### src/rtl/reg_write_router.sv
// Register-write address router: run-time range table, one-hot target handshake
// with a cycle timeout, and one status response per write.
module reg_write_router #(
    parameter int NUM_TGT = 4,
    parameter int ADDR_W  = 32,
    parameter int DATA_W  = 32,
    parameter int TIMEOUT = 16,
    localparam int TGT_W  = (NUM_TGT > 1) ? $clog2(NUM_TGT) : 1
) (
    input  logic               clk_i,
    input  logic               rst_i,
    input  logic               reg_valid_i,
    input  logic [TGT_W-1:0]   reg_tgt_i,
    input  logic [ADDR_W-1:0]  reg_start_i,
    input  logic [ADDR_W-1:0]  reg_end_i,
    output logic               reg_err_o,
    input  logic               req_valid_i,
    output logic               req_ready_o,
    input  logic [ADDR_W-1:0]  req_addr_i,
    input  logic [DATA_W-1:0]  req_data_i,
    output logic [NUM_TGT-1:0] tgt_valid_o,
    output logic [ADDR_W-1:0]  tgt_addr_o,
    output logic [DATA_W-1:0]  tgt_data_o,
    input  logic [NUM_TGT-1:0] tgt_ack_i,
    output logic               rsp_valid_o,
    output logic [1:0]         rsp_status_o,
    output logic [TGT_W-1:0]   rsp_tgt_o,
    output logic [15:0]        cnt_ok_o,
    output logic [15:0]        cnt_err_o
);

    localparam int TMR_W = (TIMEOUT > 1) ? $clog2(TIMEOUT) : 1;

    localparam logic [1:0] ST_OK       = 2'b00;
    localparam logic [1:0] ST_UNMAPPED = 2'b01;
    localparam logic [1:0] ST_TIMEOUT  = 2'b10;

    typedef enum logic [1:0] {S_IDLE, S_DECODE, S_ISSUE, S_RESP} state_t;

    logic [ADDR_W-1:0]  start_q [NUM_TGT];
    logic [ADDR_W-1:0]  end_q   [NUM_TGT];
    logic [NUM_TGT-1:0] valid_q;
    logic               reg_err_q;
    logic               reg_ok_d;

    state_t             state_q;
    logic               req_ready_q;
    logic [ADDR_W-1:0]  addr_q;
    logic [DATA_W-1:0]  data_q;
    logic [TGT_W-1:0]   idx_q;
    logic [TMR_W-1:0]   timer_q;
    logic [NUM_TGT-1:0] tgt_valid_q;
    logic [ADDR_W-1:0]  tgt_addr_q;
    logic [DATA_W-1:0]  tgt_data_q;
    logic               rsp_valid_q;
    logic [1:0]         rsp_status_q;
    logic [TGT_W-1:0]   rsp_tgt_q;
    logic [15:0]        cnt_ok_q;
    logic [15:0]        cnt_err_q;
    logic               hit_d;
    logic [TGT_W-1:0]   hit_idx_d;

    assign reg_ok_d = (int'(reg_tgt_i) < NUM_TGT) && (reg_start_i <= reg_end_i);

    always_ff @(posedge clk_i or posedge rst_i) begin
        if (rst_i) begin
            valid_q   <= '0;
            reg_err_q <= 1'b0;
            for (int i = 0; i < NUM_TGT; i++) begin
                start_q[i] <= '0;
                end_q[i]   <= '0;
            end
        end else begin
            reg_err_q <= reg_valid_i && !reg_ok_d;
            for (int i = 0; i < NUM_TGT; i++) begin
                if (reg_valid_i && reg_ok_d && (reg_tgt_i == TGT_W'(i))) begin
                    start_q[i] <= reg_start_i;
                    end_q[i]   <= reg_end_i;
                    valid_q[i] <= 1'b1;
                end
            end
        end
    end

    // Descending scan so the lowest matching slot is the one left standing.
    always_comb begin
        hit_d     = 1'b0;
        hit_idx_d = '0;
        for (int i = NUM_TGT - 1; i >= 0; i--) begin
            if (valid_q[i] && (addr_q >= start_q[i]) && (addr_q <= end_q[i])) begin
                hit_d     = 1'b1;
                hit_idx_d = TGT_W'(i);
            end
        end
    end

    always_ff @(posedge clk_i or posedge rst_i) begin
        if (rst_i) begin
            state_q      <= S_IDLE;
            req_ready_q  <= 1'b1;
            addr_q       <= '0;
            data_q       <= '0;
            idx_q        <= '0;
            timer_q      <= '0;
            tgt_valid_q  <= '0;
            tgt_addr_q   <= '0;
            tgt_data_q   <= '0;
            rsp_valid_q  <= 1'b0;
            rsp_status_q <= ST_OK;
            rsp_tgt_q    <= '0;
            cnt_ok_q     <= '0;
            cnt_err_q    <= '0;
        end else begin
            rsp_valid_q <= 1'b0;
            case (state_q)
                S_IDLE: begin
                    if (req_valid_i && req_ready_q) begin
                        addr_q      <= req_addr_i;
                        data_q      <= req_data_i;
                        req_ready_q <= 1'b0;
                        state_q     <= S_DECODE;
                    end
                end
                S_DECODE: begin
                    if (hit_d) begin
                        idx_q       <= hit_idx_d;
                        timer_q     <= '0;
                        tgt_valid_q <= NUM_TGT'(1) << hit_idx_d;
                        tgt_addr_q  <= addr_q;
                        tgt_data_q  <= data_q;
                        state_q     <= S_ISSUE;
                    end else begin
                        rsp_valid_q  <= 1'b1;
                        rsp_status_q <= ST_UNMAPPED;
                        rsp_tgt_q    <= '0;
                        if (cnt_err_q != 16'hFFFF) cnt_err_q <= cnt_err_q + 16'd1;
                        state_q      <= S_RESP;
                    end
                end
                S_ISSUE: begin
                    // Ack is checked before expiry so a last-cycle ack still reports OK.
                    if (tgt_ack_i[idx_q] || (timer_q == TMR_W'(TIMEOUT - 1))) begin
                        tgt_valid_q <= '0;
                        tgt_addr_q  <= '0;
                        tgt_data_q  <= '0;
                        rsp_valid_q <= 1'b1;
                        rsp_tgt_q   <= idx_q;
                        state_q     <= S_RESP;
                        if (tgt_ack_i[idx_q]) begin
                            rsp_status_q <= ST_OK;
                            if (cnt_ok_q != 16'hFFFF) cnt_ok_q <= cnt_ok_q + 16'd1;
                        end else begin
                            rsp_status_q <= ST_TIMEOUT;
                            if (cnt_err_q != 16'hFFFF) cnt_err_q <= cnt_err_q + 16'd1;
                        end
                    end else begin
                        timer_q <= timer_q + TMR_W'(1);
                    end
                end
                S_RESP: begin
                    req_ready_q <= 1'b1;
                    state_q     <= S_IDLE;
                end
                default: begin
                    req_ready_q <= 1'b1;
                    state_q     <= S_IDLE;
                end
            endcase
        end
    end

    assign reg_err_o    = reg_err_q;
    assign req_ready_o  = req_ready_q;
    assign tgt_valid_o  = tgt_valid_q;
    assign tgt_addr_o   = tgt_addr_q;
    assign tgt_data_o   = tgt_data_q;
    assign rsp_valid_o  = rsp_valid_q;
    assign rsp_status_o = rsp_status_q;
    assign rsp_tgt_o    = rsp_tgt_q;
    assign cnt_ok_o     = cnt_ok_q;
    assign cnt_err_o    = cnt_err_q;

endmodule

### config.mk
export PLATFORM = sky130hd
export DESIGN_NAME = reg_write_router
export DESIGN_NICKNAME = d
export VERILOG_FILES = /design/src/rtl/reg_write_router.sv
export SDC_FILE = /design/constraint.sdc
export NUM_CORES = 1
export LEC_CHECK = 0
export CAP_MARGIN = 20
export CORE_UTILIZATION = 50
export DETAILED_ROUTE_END_ITERATION = 8
export GPL_TIMING_DRIVEN = 0
export MAX_ROUTING_LAYER = met4
export PLACE_DENSITY = 0.69
export SLEW_MARGIN = 10
export SYNTH_ARGS = -nofsm -noshare
export SYNTH_HDL_FRONTEND = slang
export SYNTH_SLANG_ARGS = --single-unit
export TNS_END_PERCENT = 20
### constraint.sdc
create_clock -name clk_i -period 27.9 [get_ports clk_i]
set_input_delay 4.185 -clock clk_i [delete_from_list [all_inputs] [get_ports clk_i]]
set_output_delay 4.185 -clock clk_i [all_outputs]
set_load 0.05 [all_outputs]
After elaboration in Yosys (flattened, before gate mapping)
Cells that the tools add are included.
Widths: inputs -> output; s select.
{"block": "word_totals", "regBits": 439, "latch_bits": 0, "ramBits": 0, "romBits": 0, "in_bits": 138, "output_inout_bits": 107, "wordCells": 128, "mem_count": 0}
{"block": "classes", "n_addsub": 3, "n_mul": 0, "div_mod_pow": 0, "magnitude_cmp": 10, "n_eq_ne": 15, "shift": 1, "n_mux": 42, "bitwise_logic": 0, "reduce_logical": 30}
{"op": "$le 32x32->1", "n": 5}
{"op": "$ge 32x32->1", "n": 4}
{"op": "$pmux 32 s2", "n": 2}
{"op": "$mux 32", "n": 3}
{"op": "$mux 16", "n": 4}
{"op": "$add 16x1->16 const B", "n": 2}
{"op": "$ne 16x16->1 const B", "n": 2}
{"op": "$pmux 16 s2", "n": 1}
{"op": "$mux 2", "n": 11}
{"op": "$mux 4", "n": 4}
{"op": "$pmux 4 s2", "n": 2}
{"op": "$logic_and 1x1->1", "n": 15}
{"op": "$ne 2x2->1 const B", "n": 6}
{"op": "$mux 1", "n": 9}
{"op": "$reduce_and 3->1", "n": 3}
{"op": "$eq 2x2->1 const B", "n": 4}
{"op": "$pmux 2 s2", "n": 2}
{"op": "$pmux 2 s4", "n": 1}
{"op": "$reduce_and 2->1", "n": 4}
{"op": "$reduce_and 4->1", "n": 2}
{"op": "$add 4x1->4 const B", "n": 1}
{"op": "$eq 2x1->1 const B", "n": 2}
{"op": "$eq 4x4->1 const B", "n": 1}
{"op": "$logic_not 2->1", "n": 2}
{"op": "7 further kinds", "n": 9}

Logic depth before layout (Yosys ltp)
Gate-level depths: netlist of the first run.
{"block": "depth", "ltp_word": 10, "depth_mapped": 13, "depth_no_buf": 11}

Least setup slack after synthesis of the first run
No wires, ideal clock.
{"block": "synth_timing", "kind": "input-to-reg", "from": "input reg_end_i[1]", "to": "register start_q[71] (netlist bit)", "setup_ns": 0.125, "arrival_time_ns": 6.643, "t_required_ns": 27.775, "slack_ns": 21.132, "stages": 13, "path_buffers": 2, "path_cell_list": "inv_1 > ha_1 > nor2b_1 > o21a_1 > o21a_1 > o21bai_1 > a21boi_0 > o41a_1 > o31ai_1 > and4b_1 > buf_2 > buf_2 > mux2_2"}
{"block": "synth_via", "elab_chain_len": 3}
{"item": "start: declaration", "line": "15", "source": "input logic [ADDR_W-1:0] reg_end_i,"}
{"item": "$le 32x32->1", "line": "63", "source": "assign reg_ok_d = (int'(reg_tgt_i) < NUM_TGT) && (reg_start_i <= reg_end_i);"}
{"item": "$logic_and 1x1->1 (2 in a row)", "line": "76", "source": "if (reg_valid_i && reg_ok_d && (reg_tgt_i == TGT_W'(i))) begin"}
{"item": "end signal: indexed assignment", "line": "77", "source": "start_q[i] <= reg_start_i;"}
{"item": "end: declaration", "line": "40", "source": "logic [ADDR_W-1:0] start_q [NUM_TGT];"}
No other way between the ends.
A chain may end at the register's enable or synchronous reset.

Worst setup path in the final report of the first run
{"block": "layout_timing", "from": "input reg_start_i[31]", "to": "register start_q[40] (netlist bit)"}
{"block": "layout_via", "elab_chain_len": 3}
{"item": "start: declaration", "line": "14", "source": "input logic [ADDR_W-1:0] reg_start_i,"}
{"item": "$le 32x32->1", "line": "63"}
{"item": "$logic_and 1x1->1 (2 in a row)", "line": "76"}
No other way between the ends.

==> impl_metrics.toml, run 1 <==
[outcome]
status = "finished, violations left"
violations = "design-rule violations"

[timing]
setup_viol = 0
clock-skew-final_ns = 0.0209
max_slew_margin_pct = 31.8
fmax_mhz = 121
period_minus_slack_ns = 8.27
worstMarginPinSlew_ns = 1.02
fin_setup_tns_ns = 0
finalMaxSlewViolations = 0
finalHoldViolations = 0
min_period_over_period_pct = 29.7
grt_setup_unrepaired = "false"

[synth]
synth_area_sq_um = 23800
ys_types = 67
ys_seq_area_share_pct = 46.2
syn_inst = 2093
synthArstFlopShare_pct = 100
synth_compound_area_share_pct = 9.40
yosys_warnings = 0
synth-seq-cells = 439
synth_fp_nets = 2527
synth_edf_count = 0
muxShareOfSynthArea_pct = 15.0
synthAdderAreaFrac_pct = 15.6
synth_ff_type = "dfrtp_1"
synthXorXnorAreaFrac_pct = 1.07
synth_top_family_by_area = "adder cells"
syn-mean-instance-area_sq_um = 11.4
yosys.area_share.simple_pct = 6.98

[clock_tree]
path_clk_slew_ns = 0.06
ctsLongestPathBuffers = 3
cts_buffers = 49
cts_tree = "built"
htreeDepth = 2
cts.repair.resized = 0
insertion_delay_ns = 0.59
hold_buffers = 0
post_cts_buffers = 0
cts-root-buf = "clkbuf_16"
cts.sinks = 439

[min_path]
min_path_cells = 2
min_path_type = "flip-flop to flip-flop"

[power_and_ir_drop]
p_sw_share_pct = 40.7
p_int_mw = 1.82
combPwrFrac_pct = 44.4
power_density_nw_per_um2 = 107
p_sw_mw = 1.25
pwr-share-seq_pct = 33.4
clkPwrFrac_pct = 22.2
peakVddDrop_mv = 0.0698
power.leakage_nw = 14.0

[detailed_routing]
dr.pass1.iters = 7
wl_per_cell_um = 20.8
num_vias = 17100
ant_nets = 0
drc_errors = 11
via_per_inst = 5.61
wl_um = 63200
initialDrtViolationCount = 968

[setup_path]
critPathCaptureType = "flip-flop"
worstPathMaxFanout = 10
crit_type = "input port to flip-flop"
crit_required_ns = 28.36
cp-start-kind = "input port"
cp.arrival_ns = 8.74
r2r_cells = 11

[placed_design]
gp_congestion = 0.865
port_buffers = 244
place_area_sq_um = 27100
dpl.hpwl_um = 47100

[finish]
area_growth_pct = 21.2
final_common_cell = "dfrtp_1"
final_core_util_pct = 61.6
design_area_sq_um = 28800
final_net_count = 2827
layout_common_cells = "dfrtp_1 (438), inv_1 (298), ha_1 (296)"
drive_gt1_share_pct = 14.1

[die]
dieWidth_um = 220
placementRows = 79
initial_core_util_pct = 50.9
die-area_sq_um = 48400
fp.dieH_um = 220
ios = 245
core_sq_um = 46800

[grt]
grt_pass1_wl_um = 97800
grt_pass1_vias = 17200
antenna_found_initial = 1
grt_overflow = 0
grtUsageTotal_pct = 27.3
grt_max_degree = 111

[flow_run]
maxCapViolations = 0
## state kept, by name (all words and copies together) (netlist names)
name	flops
cnt_ok_o	16
rsp_status_o	2
tgt_valid_o	4
tgt_addr_o	32
rsp_valid_o	1
timer_q	4
addr_q	32
end_q	128
tgt_data_o	32
idx_q	2
rsp_tgt_o	2
valid_q	4
state_q	2
cnt_err_o	16
data_q	32
reg_err_o	1
req_ready_o	1
start_q	128
## area by class of cell
cell class	instances	area, sq um
sequential	439	11000
multi-input combinational	1305	11400
tap	607	759
clock inverter	22	273
inverter	299	1130
buffer	50	250
fill	3789	17900
antenna	1	2.50
clock buffer	68	1430
timing repair buffer	249	2560
## worst max-delay path, cell delays in order
cell             delay, ns
clkdlybuf4s50_1       0.59
ha_1                  0.42
nand4_1               0.11
nor2_1                0.24
nand3_1               0.15
nor3_1                0.73
nand2_1               0.13
or3_1                 0.47
o31a_1                0.22
nor2_2                0.65
buf_2                 0.45
mux2_2                0.38
## Yosys cell counts (4+ instances only)
| cell | n | area, sq um |
|---|---|---|
| dfrtp_1 | 438 | 11000 |
| inv_1 | 299 | 1120 |
| ha_1 | 296 | 3700 |
| mux2_2 | 201 | 2260 |
| mux2i_1 | 128 | 1280 |
| a21oi_1 | 111 | 556 |
| nand2_1 | 103 | 387 |
| a22o_1 | 72 | 631 |
| nand4_1 | 47 | 294 |
| o21ai_0 | 46 | 230 |
| nor2_1 | 43 | 161 |
| nand3_1 | 37 | 185 |
| buf_2 | 32 | 160 |
| xnor2_1 | 26 | 228 |
| a21o_1 | 25 | 188 |
| nor2b_1 | 16 | 100 |
| nor3_1 | 13 | 65.1 |
| clkbuf_1 | 11 | 41.3 |
| and3_1 | 10 | 62.6 |
| and4_1 | 9 | 78.8 |
| nor4_1 | 8 | 50.1 |
| nand2b_1 | 7 | 43.8 |
| a211oi_1 | 6 | 45.0 |
| a221oi_1 | 6 | 52.6 |
| o211ai_1 | 6 | 45.0 |
| o21a_1 | 6 | 45.0 |
| a221o_1 | 5 | 50.1 |
| and2_1 | 5 | 31.3 |
| a2111oi_0 | 4 | 35.0 |
| a21boi_0 | 4 | 30.0 |
| a22oi_1 | 4 | 30.0 |
| a31oi_1 | 4 | 25.0 |
| buf_1 | 4 | 15.0 |
| or2_2 | 4 | 25.0 |
## power by group through the flow
stage	combinational (mW)	sequential [mW]	clock (mW)
after global routing	1.51	1.05	0.718
after detailed placement	1.36	1.04	0
after global placement	1.30	1.03	0
after floorplan	0.818	1.11	0
after CTS	1.37	1.03	0.693
final	1.37	1.03	0.682
## kinds of logic (layout without fill, tap and decap cells)
family / after synthesis / count (layout)
other: 0 / 1
buffers and inverters: 349 / 688
DFF: 439 / 439
adders and majority gates: 296 / 296
and+or+nand+nor: 324 / 324
AOI/OAI and AO/OA: 326 / 326
muxes: 330 / 330
xor gates and xnor gates: 29 / 29
## final timing paths
path                       slack (ns)                          to                   start
min in group asynchronous        4.08  tgt_data_o[30]$_DFFE_PP0P_                   rst_i
max                             19.63     start_q[40]$_DFFE_PP0P_         reg_start_i[31]
max in group asynchronous       22.56     start_q[25]$_DFFE_PP0P_                   rst_i
max reg2reg                     23.46   tgt_addr_o[7]$_DFFE_PP0P_  addr_q[29]$_DFFE_PP0P_
min                              0.46      valid_q[0]$_DFFE_PP0P_  valid_q[0]$_DFFE_PP0P_
min reg2reg                      0.46      valid_q[0]$_DFFE_PP0P_  valid_q[0]$_DFFE_PP0P_
## stage by stage
step                      hold slack [ns]  power [mW]  worst slack (ns)  std cells
after floorplan                     0.423        1.93             11.49       2093
after global placement              0.437        2.33              6.22       2944
after detailed placement            0.440        2.40             19.13       2949
after CTS                           0.453        3.09             19.69       3039
after global routing                0.480        3.28             19.56       3040
final                               0.460        3.07             19.63       3040
## routing by layer
metal,GRT usage (%),vias to the layer above,routed length (um)
met5,-,-,0
met3,3.23,92,2740
met2,45.8,364,32000
met1,34.7,8612,26900
met4,8.02,0,1630
li1,-,7982,-
Power figures use the tool's default switching activity.
==> inputs of run 2 (changes only) <==
==> constraint.sdc (replaced) <==
create_clock -name clk_i -period 8 [get_ports clk_i]
set_input_delay 1.2 -clock clk_i [delete_from_list [all_inputs] [get_ports clk_i]]
set_output_delay 1.2 -clock clk_i [all_outputs]
set_load 0.05 [all_outputs]
==> run 2 against run 1 <==
- design area grew 0.38%
- setup slack worse by 17 ns
- global-route usage rose by 0.55 points
- utilization increased by 0.23 points
- combinational power rose to 3.5 times the previous value
- highest routed layer unchanged
- via count is 0.60% higher
- clock power grew to 3.4 times the previous value
- the run still ends with design-rule violations left
==> impl_metrics.toml, run 2 (synthesized netlist as in run 1, its figures left out) <==
[outcome]
status = "finished, violations left"
violations = "design-rule violations"

[clock_tree]
insertion_delay_ns = 0.60
ctsLongestPathBuffers = 3
cts.repair.resized = 0
path_clk_slew_ns = 0.06
cts.sinks = 439
cts-root-buf = "clkbuf_16"
cts_tree = "built"
hold_buffers = 0
cts_buffers = 49
htreeDepth = 2
post_cts_buffers = 0

[timing]
fmax_mhz = 189
period_minus_slack_ns = 5.28
timing.final.ws_setup_ns = 2.72
finalHoldViolations = 0
min_period_over_period_pct = 66.0
clock-skew-final_ns = 0.0182
fin_setup_tns_ns = 0
finalMaxSlewViolations = 0
grt_setup_unrepaired = "false"
setup_viol = 0
worstMarginPinSlew_ns = 1.02
hold_ws_ns = 0.459
max_slew_margin_pct = 31.9

[setup_path]
cp_slowest_cell = "nor3_1"
crit_cells = 12
critPathCaptureType = "flip-flop"
cp.arrival_ns = 5.76
crit_family = "simple AND/OR/NAND/NOR gates"
crit_type = "input port to flip-flop"
cp-start-kind = "input port"
slowest_delay_ns = 0.74
crit_buf_inv = 2
r2r_cells = 11
path_cells = "clkdlybuf4s50_1, ha_1, nand4_1, nor2_1, nand3_1, nor3_1, nand2_1, or3_1, o31a_1, nor2_2, buf_2, mux2_2"
worstPathMaxFanout = 10
crit_required_ns = 8.48

[detailed_routing]
ant_nets = 0
via_per_inst = 5.62
num_vias = 17200
dr.pass1.iters = 9
wl_per_cell_um = 21.1
wl_um = 64300
initialDrtViolationCount = 930
drc_errors = 11

[die]
ios = 245
die-area_sq_um = 48400
dieWidth_um = 220
initial_core_util_pct = 50.9
core_sq_um = 46800
placementRows = 79
fp.dieH_um = 220

[grt]
grt_pass1_wl_um = 99500
grt_max_degree = 39
grtUsageTotal_pct = 27.9
grt_pass1_vias = 17900
grt_overflow = 0
antenna_found_initial = 6

[power_and_ir_drop]
peakVddDrop_mv = 0.174
power.leakage_nw = 14.1
power_density_nw_per_um2 = 369

[finish]
layout_common_cells = "dfrtp_1 (438), inv_1 (298), ha_1 (296)"
final_common_cell = "dfrtp_1"
drive_gt1_share_pct = 14.2
final.fill_count = 3800
final_cells = 3052
largestRegisters = "end_q: 128 flops, start_q: 128 flops"
final_net_count = 2836
area_growth_pct = 21.7
design_area_sq_um = 28900

[placed_design]
place_inst = 2958
gp_congestion = 0.889
place_area_sq_um = 27300
pre_cts_slack_ns = 2.18
port_buffers = 244
dpl.hpwl_um = 48200

[min_path]
min_path_cells = 2
min_path_type = "flip-flop to flip-flop"

[flow_run]
maxCapViolations = 0
run 2: changes by cell type in the layout (fill, tap and decap cells not counted), moves of 3 or more:
cell / before / now
buf_12: 0 / 13
clkbuf_1: 19 / 22
buf_16: 4 / 0
clkbuf_8: 9 / 14
diode_2: 1 / 6
clkinv_2: 12 / 7
run 2: metal layers:
metal | global-route usage [%] | wire length, um | share of wire [%] | up-vias
li1 | - | - | - | 8017
met1 | 34.5 | 27300 | 42 | 8616
met2 | 45.7 | 31600 | 49 | 363
met3 | 3.38 | 2670 | 4.2 | 157
met4 | 12.8 | 2830 | 4.4 | 0
met5 | - | 0 | 0 | -
run 2: metrics by stage:
stage,total power [mW],utilization [%]
6_report,10.7,61.9
5_1_grt,11.4,61.9
3_3_place_gp,8.13,57.7
2_1_floorplan,6.72,-
3_5_place_dp,8.37,58.3
4_1_cts,10.7,61.8
run 2: area by class of cell:
| class | count | area (sq um) | share of cell area (%) |
|---|---|---|---|
| multi-input combinational | 1305 | 11400 | 39.5 |
| buffer | 50 | 250 | 0.865 |
| clock buffer | 74 | 1460 | 5.05 |
| timing repair buffer | 258 | 2710 | 9.37 |
| clock inverter | 14 | 193 | 0.666 |
| tap | 607 | 759 | 2.63 |
| sequential | 439 | 11000 | 38.0 |
| antenna | 6 | 15.0 | 0.0519 |
| inverter | 299 | 1130 | 3.89 |
run 2: power by group:
group / leakage, nW / total, mW / switching (mW) / internal [mW]
registers: 5.30 / 3.58 / 0.673 / 2.91
clock network: 0.820 / 2.32 / 0.930 / 1.39
logic: 7.95 / 4.78 / 2.77 / 2.01
run 2: worst register-to-register path: cells and delay by family (launching register included):
family	cells	cell delay, ns
adder cells (fa/ha/maj)	1	0.43
flip-flops	1	0.60
buffers and inverters	1	0.47
AND/OR/NAND/NOR	4	1.38
AO/OA/AOI/OAI	5	1.63
run 2: final timing paths:
| kind | startpoint | to | slack (ns) |
|---|---|---|---|
| hold reg to reg | valid_q[0]$_DFFE_PP0P_ | valid_q[0]$_DFFE_PP0P_ | 0.46 |
| setup reg to reg | addr_q[29]$_DFFE_PP0P_ | tgt_addr_o[16]$_DFFE_PP0P_ | 3.43 |
| setup / recovery | reg_start_i[31] | start_q[37]$_DFFE_PP0P_ | 2.72 |
| hold / removal | valid_q[0]$_DFFE_PP0P_ | valid_q[0]$_DFFE_PP0P_ | 0.46 |
| min in group asynchronous | rst_i | cnt_err_o[8]$_DFFE_PP0P_ | 0.91 |
| max in group asynchronous | rst_i | start_q[60]$_DFFE_PP0P_ | 5.82 |
==> variant 1 (settings of run 1) <==
Change the parameter `NUM_TGT` from 4 to 2.
--- a/src/rtl/reg_write_router.sv
+++ b/src/rtl/reg_write_router.sv
@@ -1,7 +1,7 @@
 // Register-write address router: run-time range table, one-hot target handshake
 // with a cycle timeout, and one status response per write.
 module reg_write_router #(
-    parameter int NUM_TGT = 4,
+    parameter int NUM_TGT = 2,
     parameter int ADDR_W  = 32,
     parameter int DATA_W  = 32,
     parameter int TIMEOUT = 16,
Interface: changed (resized reg_tgt_i, rsp_tgt_o, tgt_ack_i and tgt_valid_o); port bits go from 245 to 239. No check against the original RTL was run, so the function may have changed too.
==> variant 1 against run 1 <==
Clock skew shrank 0.0069 ns. Sequential cell count shrank 134. Clock power shrank 30%. Power shrank 25%. Cell area shrank 28%. Via count shrank 33%. Register-to-register slack gained 0.04 ns. Utilization grew 2.1 points. Synthesized area shrank 31%. Wire length shrank 37%. Worst setup slack gained 0.42 ns. Die area shrank 30%. Critical path type unchanged. Largest cell class unchanged.
==> variant 1: results (changes against run 1) <==
outcome=completed; Clock Power=0.000474 W (-30%); power in combinational cells=0.00110 W (-20%); Peak VDD IR=0.07998 mV (+15%); post-route clock skew=0.01406 ns (-0.006872 ns); overall global routing resource usage=24.95% (-2.4 points); Num CTS Buffers=36 (-27%); final routed wirelength across all metal layers=39.61 mm (-37%); part of the Yosys area used for sequential elements=46.26% (+0.052 points); FILL cells=2649 (-30%); total net switching power=0.0008992 W (-28%); port bufs=238 (-2.5%); cell type of the slowest stage on the worst timing path=sky130_fd_sc_hd__nor3b_1; total power density per cell area=110.8 nW/µm² (+3.9%); vias after detailed routing=11390 (-33%); cell leakage power=9.726 nW (-31%); HPWL after detailed placement=29.55 mm (-37%); largest net degree at the start of global routing=88 (-21%); via count of the first global-routing pass=11660 (-32%); slowest stage delay, CP=0.63 ns (-0.10 ns); clock insertion delay at the later pin of the skew report=0.52 ns (-0.07 ns); Top Registers=end_q: 64 flops, start_q: 64 flops; initial DRC count=500 (-48%); number of nets produced by synthesis=1710 (-32%); share of final-layout standard cells stronger than drive strength 1=17.01% (+2.9 points)
==> variant 1: kinds of logic (layout without fill, tap and decap cells) <==
family,Yosys count,after routing,synth area share (%)
other,0,3,0
AO/OA/AOI/OAI,149,149,6.020
XOR/XNOR,28,28,1.486
AND/OR/NAND/NOR,279,279,9.341
flip-flops,305,305,46.26
adder cells (fa/ha/maj),168,168,12.74
multiplexers,266,266,18.57
buffers and inverters,212,516,5.588
==> variant 1: path summary, 6_finish.rpt <==
path	startpoint	end	slack, ns
min in group asynchronous	rst_i	tgt_data_o[18]	4.09
worst max register to register	addr_q[21]	tgt_data_o[6]	23.50
worst min-delay path	rsp_status_o[0]	rsp_status_o[0]	0.49
worst min register to register	rsp_status_o[0]	rsp_status_o[0]	0.49
max in group asynchronous	rst_i	end_q[8]	22.62
worst max-delay path	reg_end_i[31]	start_q[42]	20.04
==> variant 1: per-stage QoR <==
stage	cells	instance area, µm²	hold slack, ns	setup WS (ns)	utilization (%)
floorplan	1407	16500	0.4542	15.29	-
global placement	2087	19440	0.4749	11.21	59.74
detailed placement	2090	19530	0.4764	19.49	60.02
CTS	2153	20720	0.4928	20.05	63.69
global route	2156	20730	0.5038	19.87	63.71
finish	2156	20730	0.4936	20.04	63.71
==> variant 1: final cells by class <==
cell class	count	area (µm²)	share of cell area [%]
Antenna cell	3	7.507	0.03622
Buffer	37	265.3	1.280
Clock buffer	53	1066	5.143
Clock inverter	10	127.6	0.6157
Inverter	175	664.4	3.205
Multi-Input combinational cell	890	7946	38.34
Sequential cell	305	7634	36.83
Tap cell	442	553.0	2.668
Timing Repair Buffer	241	2465	11.89
==> variant 1: layer usage <==
metal	up-vias	wire, µm	global-route usage (%)
li1	5454	-	-
met2	243	18700	39.33
met3	62	1702	3.566
met4	0	1005	7.833
met5	-	0	-
met1	5629	18210	33.27
==> variant 2 (flow settings as in run 1) <==
Without the edit above. Remove the register `reg_err_q`: a continuous assignment takes its place, so the output `reg_err_o` follows one clock earlier.
--- a/src/rtl/reg_write_router.sv
+++ b/src/rtl/reg_write_router.sv
@@ -65,13 +65,11 @@
     always_ff @(posedge clk_i or posedge rst_i) begin
         if (rst_i) begin
             valid_q   <= '0;
-            reg_err_q <= 1'b0;
             for (int i = 0; i < NUM_TGT; i++) begin
                 start_q[i] <= '0;
                 end_q[i]   <= '0;
             end
         end else begin
-            reg_err_q <= reg_valid_i && !reg_ok_d;
             for (int i = 0; i < NUM_TGT; i++) begin
                 if (reg_valid_i && reg_ok_d && (reg_tgt_i == TGT_W'(i))) begin
                     start_q[i] <= reg_start_i;
@@ -81,6 +79,8 @@
             end
         end
     end
+
+    assign reg_err_q = reg_valid_i && !reg_ok_d;
 
     // Descending scan so the lowest matching slot is the one left standing.
     always_comb begin
Function: changed (a bounded check fails within 4 cycles, from zero or initial values and one cycle with rst_i high).
==> variant 2 against run 1 <==
Critical path type is now in2out. Die area is 0.10% lower. Largest cell class unchanged. Power down 1.8%. Worst setup slack got worse by 4.0 ns. Critical endpoint is now reg_err_o. Sequential cell count fell by 1. Synthesized area shrank 0.11%. The flow still finishes with violations (design-rule violations). Cell area is 0.58% lower. Utilization shrank 0.23 points. Wire length about the same. Highest routed layer unchanged. Via count grew 0.46%.
==> variant 2: results (changes against run 1) <==
crit-path max FO=5 (-5); xor and xnor fraction of the mapped netlist area=1.069% (+0.0011 points); post-route clock skew=0.02418 ns (+0.003247 ns); slowest stage delay, CP=0.75 ns (+0.02 ns); routed length per placed instance=20.84 µm (+0.18%); number of nets produced by synthesis=2526 (-0.040%); register-to-register setup slack=23.44 ns (-0.02 ns); proportion of power drawn by the clock network=20.9% (-1.3 points); Initial DRT Pass Iterations=9 (+2); part of the Yosys area used for sequential elements=46.15% (-0.057 points); critical path arrival=8.08 ns (-0.66 ns); per-cell via count in the routed design=5.643 (+0.62%); Final Non-Filler Cells=3035 (-0.16%); Placed Instances=2947 (-0.068%); Hold Slack=0.4539 ns (-0.006487 ns); top post-synthesis cells by count=sky130_fd_sc_hd__dfrtp_1 (437), sky130_fd_sc_hd__inv_1 (299), sky130_fd_sc_hd__ha_1 (296); global placer's final weighted congestion=0.8602 (-0.58%); share of final-layout standard cells stronger than drive strength 1=13.84% (-0.26 points); overall global routing resource usage=27.65% (+0.32 points); initial DRC count=987 (+2.0%); destination of the critical timing path=reg_err_o; worst reg2reg startpoint=addr_q[31]; launching instance or port of the critical path=reg_start_i[29]; violated checks=design-rule violations; first-pass GRT wire length=98.19 mm (+0.36%); via count of the first global-routing pass=17600 (+2.1%); area share of fa/ha/maj cells after synthesis=15.59% (+0.016 points); HPWL after detailed placement=47.11 mm (about the same); largest net degree at the start of global routing=109 (-1.8%); cell leakage power=13.95 nW (-0.54%); outcome=complete, but fails checks; DRC errors left=22 (+11)
variant 2: metrics by stage:
stage                     total power [W]  worst slack [ns]  cell area (µm²)
final                            0.003018             15.64            28650
after global routing             0.003233             15.58            28650
after CTS                        0.003035             15.64            28650
after detailed placement         0.002392             15.64            27080
after global placement           0.002326             6.211            26950
after floorplan                  0.001924             11.51            23750
variant 2: cell type report:
class                   instances  area [µm²]  share of cell area, %
multi-input cells            1305       11430                  39.88
plain buffers                  50       250.2                 0.8734
repair buffers                248        2552                  8.909
well taps                     607       759.5                  2.651
flip-flops and latches        438       10960                  38.26
clock buffers                  76        1510                  5.271
inverters                     299        1130                  3.943
diodes                          1       2.502               0.008734
clock inverters                11       58.81                 0.2052
variant 2: layer usage:
layer | wire length, µm | GRT usage (%) | up-vias | share of wire [%]
met4 | 2711 | 11.63 | 0 | 4.3
li1 | - | - | 7993 | -
met5 | 0 | - | - | 0
met3 | 2841 | 4.527 | 131 | 4.5
met2 | 30920 | 45.49 | 387 | 49
met1 | 26780 | 33.69 | 8617 | 42
